## src/rtl/axi_rd_arbiter.sv

```systemverilog
// Round-robin arbiter sharing one AXI read port (AR/R) among N_REQ cache-side requesters.
// One burst in flight at a time; length and response errors are reported as sticky flags.
module axi_rd_arbiter #(
  parameter int N_REQ = 3,
  parameter int AW    = 32,
  parameter int DW    = 32
) (
  input  logic                aclk,
  input  logic                aresetn,
  input  logic [N_REQ*AW-1:0] req_araddr,
  input  logic [N_REQ*8-1:0]  req_arlen,
  input  logic [N_REQ*3-1:0]  req_arsize,
  input  logic [N_REQ-1:0]    req_arvalid,
  output logic [N_REQ-1:0]    req_arready,
  output logic [DW-1:0]       req_rdata,
  output logic [1:0]          req_rresp,
  output logic                req_rlast,
  output logic [N_REQ-1:0]    req_rvalid,
  input  logic [N_REQ-1:0]    req_rready,
  output logic [3:0]          m_arid,
  output logic [AW-1:0]       m_araddr,
  output logic [7:0]          m_arlen,
  output logic [2:0]          m_arsize,
  output logic [1:0]          m_arburst,
  output logic                m_arvalid,
  input  logic                m_arready,
  input  logic [3:0]          m_rid,
  input  logic [DW-1:0]       m_rdata,
  input  logic [1:0]          m_rresp,
  input  logic                m_rlast,
  input  logic                m_rvalid,
  output logic                m_rready,
  output logic                len_err,
  output logic                resp_err
);
  // Handshakes: a transfer happens on a rising edge where valid && ready are both high;
  // valid is never withdrawn by this block once raised, and ready may be held or dropped freely.
  localparam int PW = (N_REQ > 2) ? 2 : 1;

  typedef enum logic [1:0] {S_IDLE, S_AR, S_R} state_t;

  state_t          state, state_nxt;
  logic [PW-1:0]   ptr, grant, pick, idx;
  logic            pick_vld;
  logic [AW-1:0]   addr_q, sel_addr;
  logic [7:0]      len_q, sel_len;
  logic [2:0]      size_q, sel_size;
  logic [8:0]      beat_cnt;
  logic            ar_hs, r_hs;

  // Scan from ptr upward; iterating from the far end lets the nearest valid index win.
  always_comb begin
    pick     = '0;
    pick_vld = 1'b0;
    idx      = '0;
    for (int k = N_REQ - 1; k >= 0; k--) begin
      idx = PW'((int'(ptr) + k) % N_REQ);
      if (req_arvalid[idx]) begin
        pick     = idx;
        pick_vld = 1'b1;
      end
    end
  end

  always_comb begin
    sel_addr = '0;
    sel_len  = '0;
    sel_size = '0;
    for (int i = 0; i < N_REQ; i++) begin
      if (PW'(i) == pick) begin
        sel_addr = req_araddr[i*AW +: AW];
        sel_len  = req_arlen[i*8 +: 8];
        sel_size = req_arsize[i*3 +: 3];
      end
    end
  end

  assign ar_hs = (state == S_AR) && m_arready;
  assign r_hs  = (state == S_R) && m_rvalid && m_rready;

  always_ff @(posedge aclk or negedge aresetn) begin
    if (!aresetn) state <= S_IDLE;
    else          state <= state_nxt;
  end

  always_comb begin
    state_nxt = state;
    case (state)
      S_IDLE:  if (pick_vld) state_nxt = S_AR;
      S_AR:    if (ar_hs) state_nxt = S_R;
      S_R:     if (r_hs && m_rlast) state_nxt = S_IDLE;
      default: state_nxt = S_IDLE;
    endcase
  end

  always_comb begin
    req_arready = '0;
    req_rvalid  = '0;
    m_arvalid   = 1'b0;
    m_rready    = 1'b0;
    case (state)
      S_IDLE:  if (pick_vld && aresetn) req_arready[pick] = 1'b1;
      S_AR:    m_arvalid = 1'b1;
      S_R: begin
        m_rready          = req_rready[grant];
        req_rvalid[grant] = m_rvalid;
      end
      default: ;
    endcase
  end

  always_ff @(posedge aclk or negedge aresetn) begin
    if (!aresetn) begin
      ptr      <= '0;
      grant    <= '0;
      addr_q   <= '0;
      len_q    <= '0;
      size_q   <= '0;
      beat_cnt <= '0;
      len_err  <= 1'b0;
      resp_err <= 1'b0;
    end else begin
      if (state == S_IDLE && pick_vld) begin
        grant  <= pick;
        addr_q <= sel_addr;
        len_q  <= sel_len;
        size_q <= sel_size;
      end
      if (ar_hs) beat_cnt <= '0;
      if (r_hs) begin
        beat_cnt <= beat_cnt + 9'd1;
        if (m_rlast) ptr <= (grant == PW'(N_REQ - 1)) ? '0 : grant + 1'b1;
        // beat_cnt counts beats already accepted, so the last beat arrives at beat_cnt == arlen.
        if (m_rlast ? (beat_cnt != {1'b0, len_q}) : (beat_cnt >= {1'b0, len_q}))
          len_err <= 1'b1;
        if ((m_rresp != 2'b00) || (m_rid != 4'(grant)))
          resp_err <= 1'b1;
      end
    end
  end

  assign m_arid    = 4'(grant);
  assign m_araddr  = addr_q;
  assign m_arlen   = len_q;
  assign m_arsize  = size_q;
  assign m_arburst = 2'b01;
  assign req_rdata = m_rdata;
  assign req_rresp = m_rresp;
  assign req_rlast = m_rlast;

endmodule

```

## config.mk

```make
export PLATFORM = sky130hd
export DESIGN_NAME = axi_rd_arbiter
export DESIGN_NICKNAME = d
export VERILOG_FILES = /design/src/rtl/axi_rd_arbiter.sv
export SDC_FILE = /design/constraint.sdc
export NUM_CORES = 1
export LEC_CHECK = 0
export ABC_AREA = 1
export BUFFER_PORTS_ARGS = -buffer_cell sky130_fd_sc_hd__buf_4
export CAP_MARGIN = 20
export CORE_UTILIZATION = 39
export DETAILED_ROUTE_END_ITERATION = 6
export GPL_TIMING_DRIVEN = 0
export PLACE_DENSITY = 0.77
export SLEW_MARGIN = 15
export SYNTH_ARGS = -nofsm -noshare
export SYNTH_HDL_FRONTEND = slang
export SYNTH_SLANG_ARGS = --single-unit
```

## constraint.sdc

```tcl
create_clock -name aclk -period 1.99 [get_ports aclk]
set_input_delay 0.398 -clock aclk [delete_from_list [all_inputs] [get_ports aclk]]
set_output_delay 0.398 -clock aclk [all_outputs]
set_load 0.02 [all_outputs]
```

==> impl_metrics.yaml, run 1 <==
run_status:
  outcome: "finished, violations left"
  violations: "negative setup slack"
floorplanning:
  dieArea_um2: 11500
  io_pins: 272
  core_area_um2: 10800
  initial_utilization_pct: 40.0
  rows: 38
  die_x_um: 107
  die_h_um: 107
synth:
  synth_xor_area_share_pct: 0.406
  synthCells: 649
  dominantRegCellSynth: "dfrtp_1"
  syn_area_um2: 4310
  synth_cell_types: 33
  synthArstFlopShare_pct: 100
  muxShareOfSynthArea_pct: 0.232
  synth_top_family_by_area: "simple AND/OR/NAND/NOR gates"
  synth_edf_count: 0
  yosysSeqAreaShare_pct: 34.8
  ys_warn_count: 0
  synth.avg_cell_area_um2: 6.65
  ys_seq_elements: 60
  synthAdderAreaFrac_pct: 3.48
  synth_compound_area_share_pct: 3.42
  synth-simple-area-share_pct: 42.8
clocking:
  numCtsBuffers: 9
  cts.clk_slew.worst_paths_ps: 70
  h-tree-depth: 3
  clk_latency_ps: 340
  cts_tree: "built"
  cts_buffer_depth: 2
  ctsHoldBuffers: 0
  clock_sinks: 60
  root_buffer: "clkbuf_8"
detailed_routing:
  viasPerCell: 4.89
  first_iter_violations: 249
  detail-route-antenna-nets: 0
  num_vias: 5193
  remaining_drc_errors: 0
  wl_per_cell_um: 14.7
  first_pass_iters: 5
  totalWireLength_um: 15600
cells_and_area:
  drive_gt1_share_pct: 43.8
  final_cell_mix: "buf_4, nand2_1, nand3_1"
  layout_commonest_cell: "buf_4"
  fin_cells: 1063
  num-fill-cells: 964
  area_growth_pct: 66.2
  multi_input_area_um2: 2460
  area.sequential_um2: 1500
  diodes: 0
  nets: 1108
  final_core_util_pct: 66.4
critical_path:
  crit_path_max_fanout: 6
  cp-start-kind: "flip-flop"
  criticalPathCategory: "flip-flop to primary output"
  cp_top_family: "flip-flops"
  cp.required_ps: 1590
  cp_cell_sequence: "inv_2 > ha_4 > inv_8 > nand2_4 > nand3_4 > a21oi_4 > o21ai_4 > nand2_4 > buf_8 > nand2_4 > nor2_4 > buf_6"
  crit_path_end_kind: "primary output"
  critPathBufInv: 4
  crit_arrival_ps: 2120
  cp_slowest_stage_delay_ps: 450
  cp_slowest_cell: "dfrtp_2"
  crit_top_cell: "nand2_4"
power:
  p_per_area_nw_per_um2: 1640
  power_mw: 11.8
  p_leak_nw: 3.95
  ir_drop_mv: 0.721
grt:
  grt.total_usage_pct: 26.0
  grt_max_degree: 62
  overflow: 0
  grt_pass1_vias: 4846
  antenna_found_initial: 0
  grt_pass1_wl_um: 23200
job:
  drv_cap: 0
placement:
  place_congestion: 0.875
  place_inst: 1026
  dpl.hpwl_um: 11300
  numPortBuffers: 235
sta:
  finClkSkew_ps: 8.59
  max_slew_margin_pct: 44.0
  finalSetupViolCount: 45
  post-route-min-period_ps: 2520
  max_slew.worst_pin.slew_ps: 841
  hold_viol_final: 0
  whs_ps: 159
  finalCritPeriodShare_pct: 127
  finalSetupTns_ps: -5510
  rsz0062_at_grt: "true"
  final_max_slew_viol_count: 0
  fmax_mhz: 397
  worst_slack_ps: -529
min_path:
  hold_class: "primary input to asynchronous set/reset pin"
## layout make-up
type	instances	area share (%)
Tap cell	140	2.44
Inverter	47	2.64
Clock inverter	5	0.384
Sequential cell	60	21.0
Clock buffer	11	1.97
Buffer	69	8.67
Multi-Input combinational cell	473	34.3
Timing Repair Buffer	258	28.6
## synth_stat cells, types with 2 or more instances
master	instances	area share, %
nand2_1	205	18
nand3_1	107	12
nor2_1	78	6.8
dfrtp_1	60	35
buf_4	45	7.8
inv_1	45	3.9
buf_2	18	2.1
nand4_1	16	2.3
ha_1	12	3.5
or2_2	12	1.7
o21ai_0	10	1.2
clkbuf_1	7	0.61
a21oi_1	6	0.70
nor3_1	5	0.58
a31oi_1	2	0.29
conb_1	2	0.17
inv_2	2	0.17
xnor2_1	2	0.41
## metrics by stage
| stage | worst slack (ps) | instance area [um2] |
|---|---|---|
| after global routing | -581 | 7170 |
| after floorplan | 9.71 | 4400 |
| after global placement | -476 | 6340 |
| final | -529 | 7170 |
| after CTS | -424 | 6790 |
| after detailed placement | -465 | 6340 |
## per-layer routing
| layer | GRT usage, % | part of all wire (%) | vias to the layer above |
|---|---|---|---|
| met2 | 45.2 | 50 | 222 |
| met3 | 5.53 | 8.3 | 32 |
| met4 | 9.30 | 2.9 | 0 |
| met5 | 0 | 0 | - |
| met1 | 31.6 | 39 | 2364 |
| li1 | - | - | 2575 |
## path summary, 6_finish.rpt
path | slack (ps) | start | end | depth (start not counted)
worst max register to register | -190 | ptr[1]$_DFFE_PN0P_ | m_araddr[16]$_DFFE_PN0P_ | 17
worst max-delay path | -530 | ptr[1]$_DFFE_PN0P_ | req_arready[0] | 12
max in group asynchronous | 1260 | aresetn | ptr[1]$_DFFE_PN0P_ | 1
worst min register to register | 460 | len_err$_DFFE_PN0P_ | len_err$_DFFE_PN0P_ | 2
worst min-delay path | 160 | aresetn | m_araddr[16]$_DFFE_PN0P_ | 1
min in group aclk | 250 | m_arready | state[0]$_DFFE_PN0P_ | 2
## sequential cells by signal (all words and copies together), names as in the netlist
name      flops
beat_cnt      9
grant         2
len_err       1
m_araddr     32
m_arlen       8
m_arsize      3
ptr           2
resp_err      1
state         2
## cells by family (layout without fill, tap and decap cells)
kind of cell    Yosys count  after routing
simple gates            429            429
buf+inv                 118            390
flops                    60             60
compound gates           25             25
fa+ha+maj                12             12
other cells               2              4
xor+xnor                  2              2
mux                       1              1
## power breakdown
part | internal (mW) | switching, mW
clock | 0.477 | 0.494
combinational | 3.79 | 4.85
sequential | 1.78 | 0.381
## worst reg2reg max path, stage by stage (launching register included)
cell	delay, ps
dfrtp_2	450
inv_2	80
ha_4	190
inv_8	60
nand2_4	80
nand3_4	100
buf_12	150
nand2_2	70
nand3_4	90
nand2_4	90
inv_4	50
buf_4	120
buf_4	130
nand2_4	80
buf_6	120
nand2_1	70
nand3_2	70
nand2_1	50
## what timing repair did
action,CTS,global route
setup endpoints to repair,48,49
pin swaps,12,14
gates resized for setup,55,69
cloned,0,4
setup buffers,10,11
Note: power is estimated with default switching activity, not from simulation.
==> run 2, diff against run 1 <==
==> constraint.sdc (replaced) <==
create_clock -name aclk -period 1.99 [get_ports aclk]
set_input_delay 0 -clock aclk [delete_from_list [all_inputs] [get_ports aclk]]
set_output_delay 0 -clock aclk [all_outputs]
set_load 0.02 [all_outputs]
==> run 2 against run 1 <==
Net effect:
- the run still ends with negative setup slack left
- first-iteration DRC count is 68% higher
- register-to-register slack improved by 130 ps
- design area increased by 8.5%
- sequential share of layout area decreased by 1.6 points
- via count grew 9.9%
- hold slack worse by 150 ps
- fmax up 23%
==> impl_metrics.yaml, run 2 (synthesis results as in run 1) <==
detailed_routing:
  viasPerCell: 4.99
  wl_per_cell_um: 15.2
  totalWireLength_um: 17400
  detail-route-antenna-nets: 0
  first_iter_violations: 418
  num_vias: 5709
  first_pass_iters: 5
  remaining_drc_errors: 0
floorplanning:
  rows: 38
  die_x_um: 107
  io_pins: 272
  initial_utilization_pct: 40.0
  die_h_um: 107
  core_area_um2: 10800
  dieArea_um2: 11500
clocking:
  root_buffer: "clkbuf_8"
  cts_buffer_depth: 2
  numCtsBuffers: 9
  cts_tree: "built"
  clk_latency_ps: 340
  h-tree-depth: 3
  clock_sinks: 60
  cts.clk_slew.worst_paths_ps: 70
cells_and_area:
  layout_commonest_cell: "buf_4"
  area_growth_pct: 80.2
  final_cell_mix: "buf_4, nand2_1, nand3_1"
  nets: 1190
  fin_area_um2: 7780
  final_core_util_pct: 72.0
  drive_gt1_share_pct: 39.1
  diodes: 0
  largest_reg_flops: 32
  fin_cells: 1144
sta:
  fmax_mhz: 487
  final_max_slew_viol_count: 0
  rsz0062_at_grt: "true"
  finalCritPeriodShare_pct: 103
  post-route-min-period_ps: 2050
  finalSetupViolCount: 37
  worst_slack_ps: -64.3
  finalSetupTns_ps: -1420
  hold_viol_final: 0
  finClkSkew_ps: 9.50
  max_slew.worst_pin.slew_ps: 821
  whs_ps: 5.56
  max_slew_margin_pct: 45.3
grt:
  overflow: 0
  grt.total_usage_pct: 29.3
  antenna_found_initial: 0
  grt_pass1_vias: 5457
  grt_pass1_wl_um: 26100
  grt_max_degree: 62
power:
  ir_drop_mv: 0.758
  power_mw: 11.2
  p_int_mw: 5.60
  p_comb_share_pct: 71.8
  power_frac_seq_pct: 19.4
  p_sw_mw: 5.58
  p_per_area_nw_per_um2: 1440
  p_clk_share_pct: 8.8
  swShare_pct: 49.9
  p_leak_nw: 4.21
critical_path:
  cp_cell_sequence: "inv_2 > ha_4 > inv_4 > nand3_2 > nand3_2 > inv_2 > nand3_4 > nand2_4 > inv_4 > nand2_4 > nor2_4 > buf_6"
  criticalPathCategory: "flip-flop to primary output"
  cp-start-kind: "flip-flop"
  cp.required_ps: 1990
  cp_slowest_stage_delay_ps: 400
  crit_path_end_kind: "primary output"
  crit_path_max_fanout: 4
  critPathBufInv: 5
  crit_arrival_ps: 2050
  cp_top_family: "simple AND/OR/NAND/NOR gates"
  cp_slowest_cell: "dfrtp_1"
placement:
  numPortBuffers: 235
  pre_cts_ws_ps: -288
  placed_cell_area_um2: 6260
  dpl.hpwl_um: 11500
  place_congestion: 0.871
  place_inst: 1026
min_path:
  hold_class: "primary input to flip-flop"
run_status:
  outcome: "finished, violations left"
  violations: "negative setup slack"
job:
  drv_cap: 0
-- run 2: layout make-up --
| cell class | count | area [um2] |
|---|---|---|
| plain buffers | 71 | 576 |
| clock buffers | 13 | 159 |
| multi-input cells | 473 | 2390 |
| inverters | 47 | 186 |
| well taps | 140 | 175 |
| flip-flops and latches | 60 | 1500 |
| clock inverters | 2 | 10.0 |
| repair buffers | 338 | 2770 |
| fillers | 877 | 3020 |
-- run 2: routing by layer --
metal	GRT usage, %	up-vias	wire (um)
met2	51.1	283	8890
met5	0	-	0
met3	5.65	54	1420
met1	34.3	2634	6530
li1	-	2738	-
met4	14.4	0	606
-- run 2: repair_timing --
item / 4_1_cts / 5_1_grt
hold endpoints to repair: 103 / 60
endpoints found under the setup margin: 49 / 47
hold buffers: 87 / 1
gates cloned: 0 / 1
setup buffers: 11 / 3
pin swaps: 6 / 10
resized for setup: 46 / 66
-- run 2: final timing paths --
kind                                      from                        to  slack (ps)  depth (start not counted)
max                         ptr[0]$_DFFE_PN0P_            req_arready[0]         -60                         12
min                             req_araddr[60]  m_araddr[28]$_DFFE_PN0P_           6                          5
max reg2reg                 ptr[1]$_DFFE_PN0P_  m_araddr[17]$_DFFE_PN0P_         -60                         14
min reg2reg                len_err$_DFFE_PN0P_       len_err$_DFFE_PN0P_         470                          2
max in group asynchronous              aresetn        ptr[1]$_DFFE_PN0P_        1130                          2
min in group asynchronous              aresetn  m_araddr[16]$_DFFE_PN0P_         300                          2
-- run 2: power groups by stage --
stage          clock (mW)  combinational, mW  sequential [mW]
6_report            0.986               8.03             2.17
3_5_place_dp            0               6.65             2.16
5_1_grt              1.05               8.75             2.23
3_3_place_gp            0               6.53             2.16
4_1_cts              1.00               7.43             2.17
2_1_floorplan           0               3.84             2.65
-- run 2: worst min-delay path, cell delays in order --
cell and delay, ps:
buf_4 80, nand3_1 60, nand3_1 90, nand2_1 50, nand2_1 40
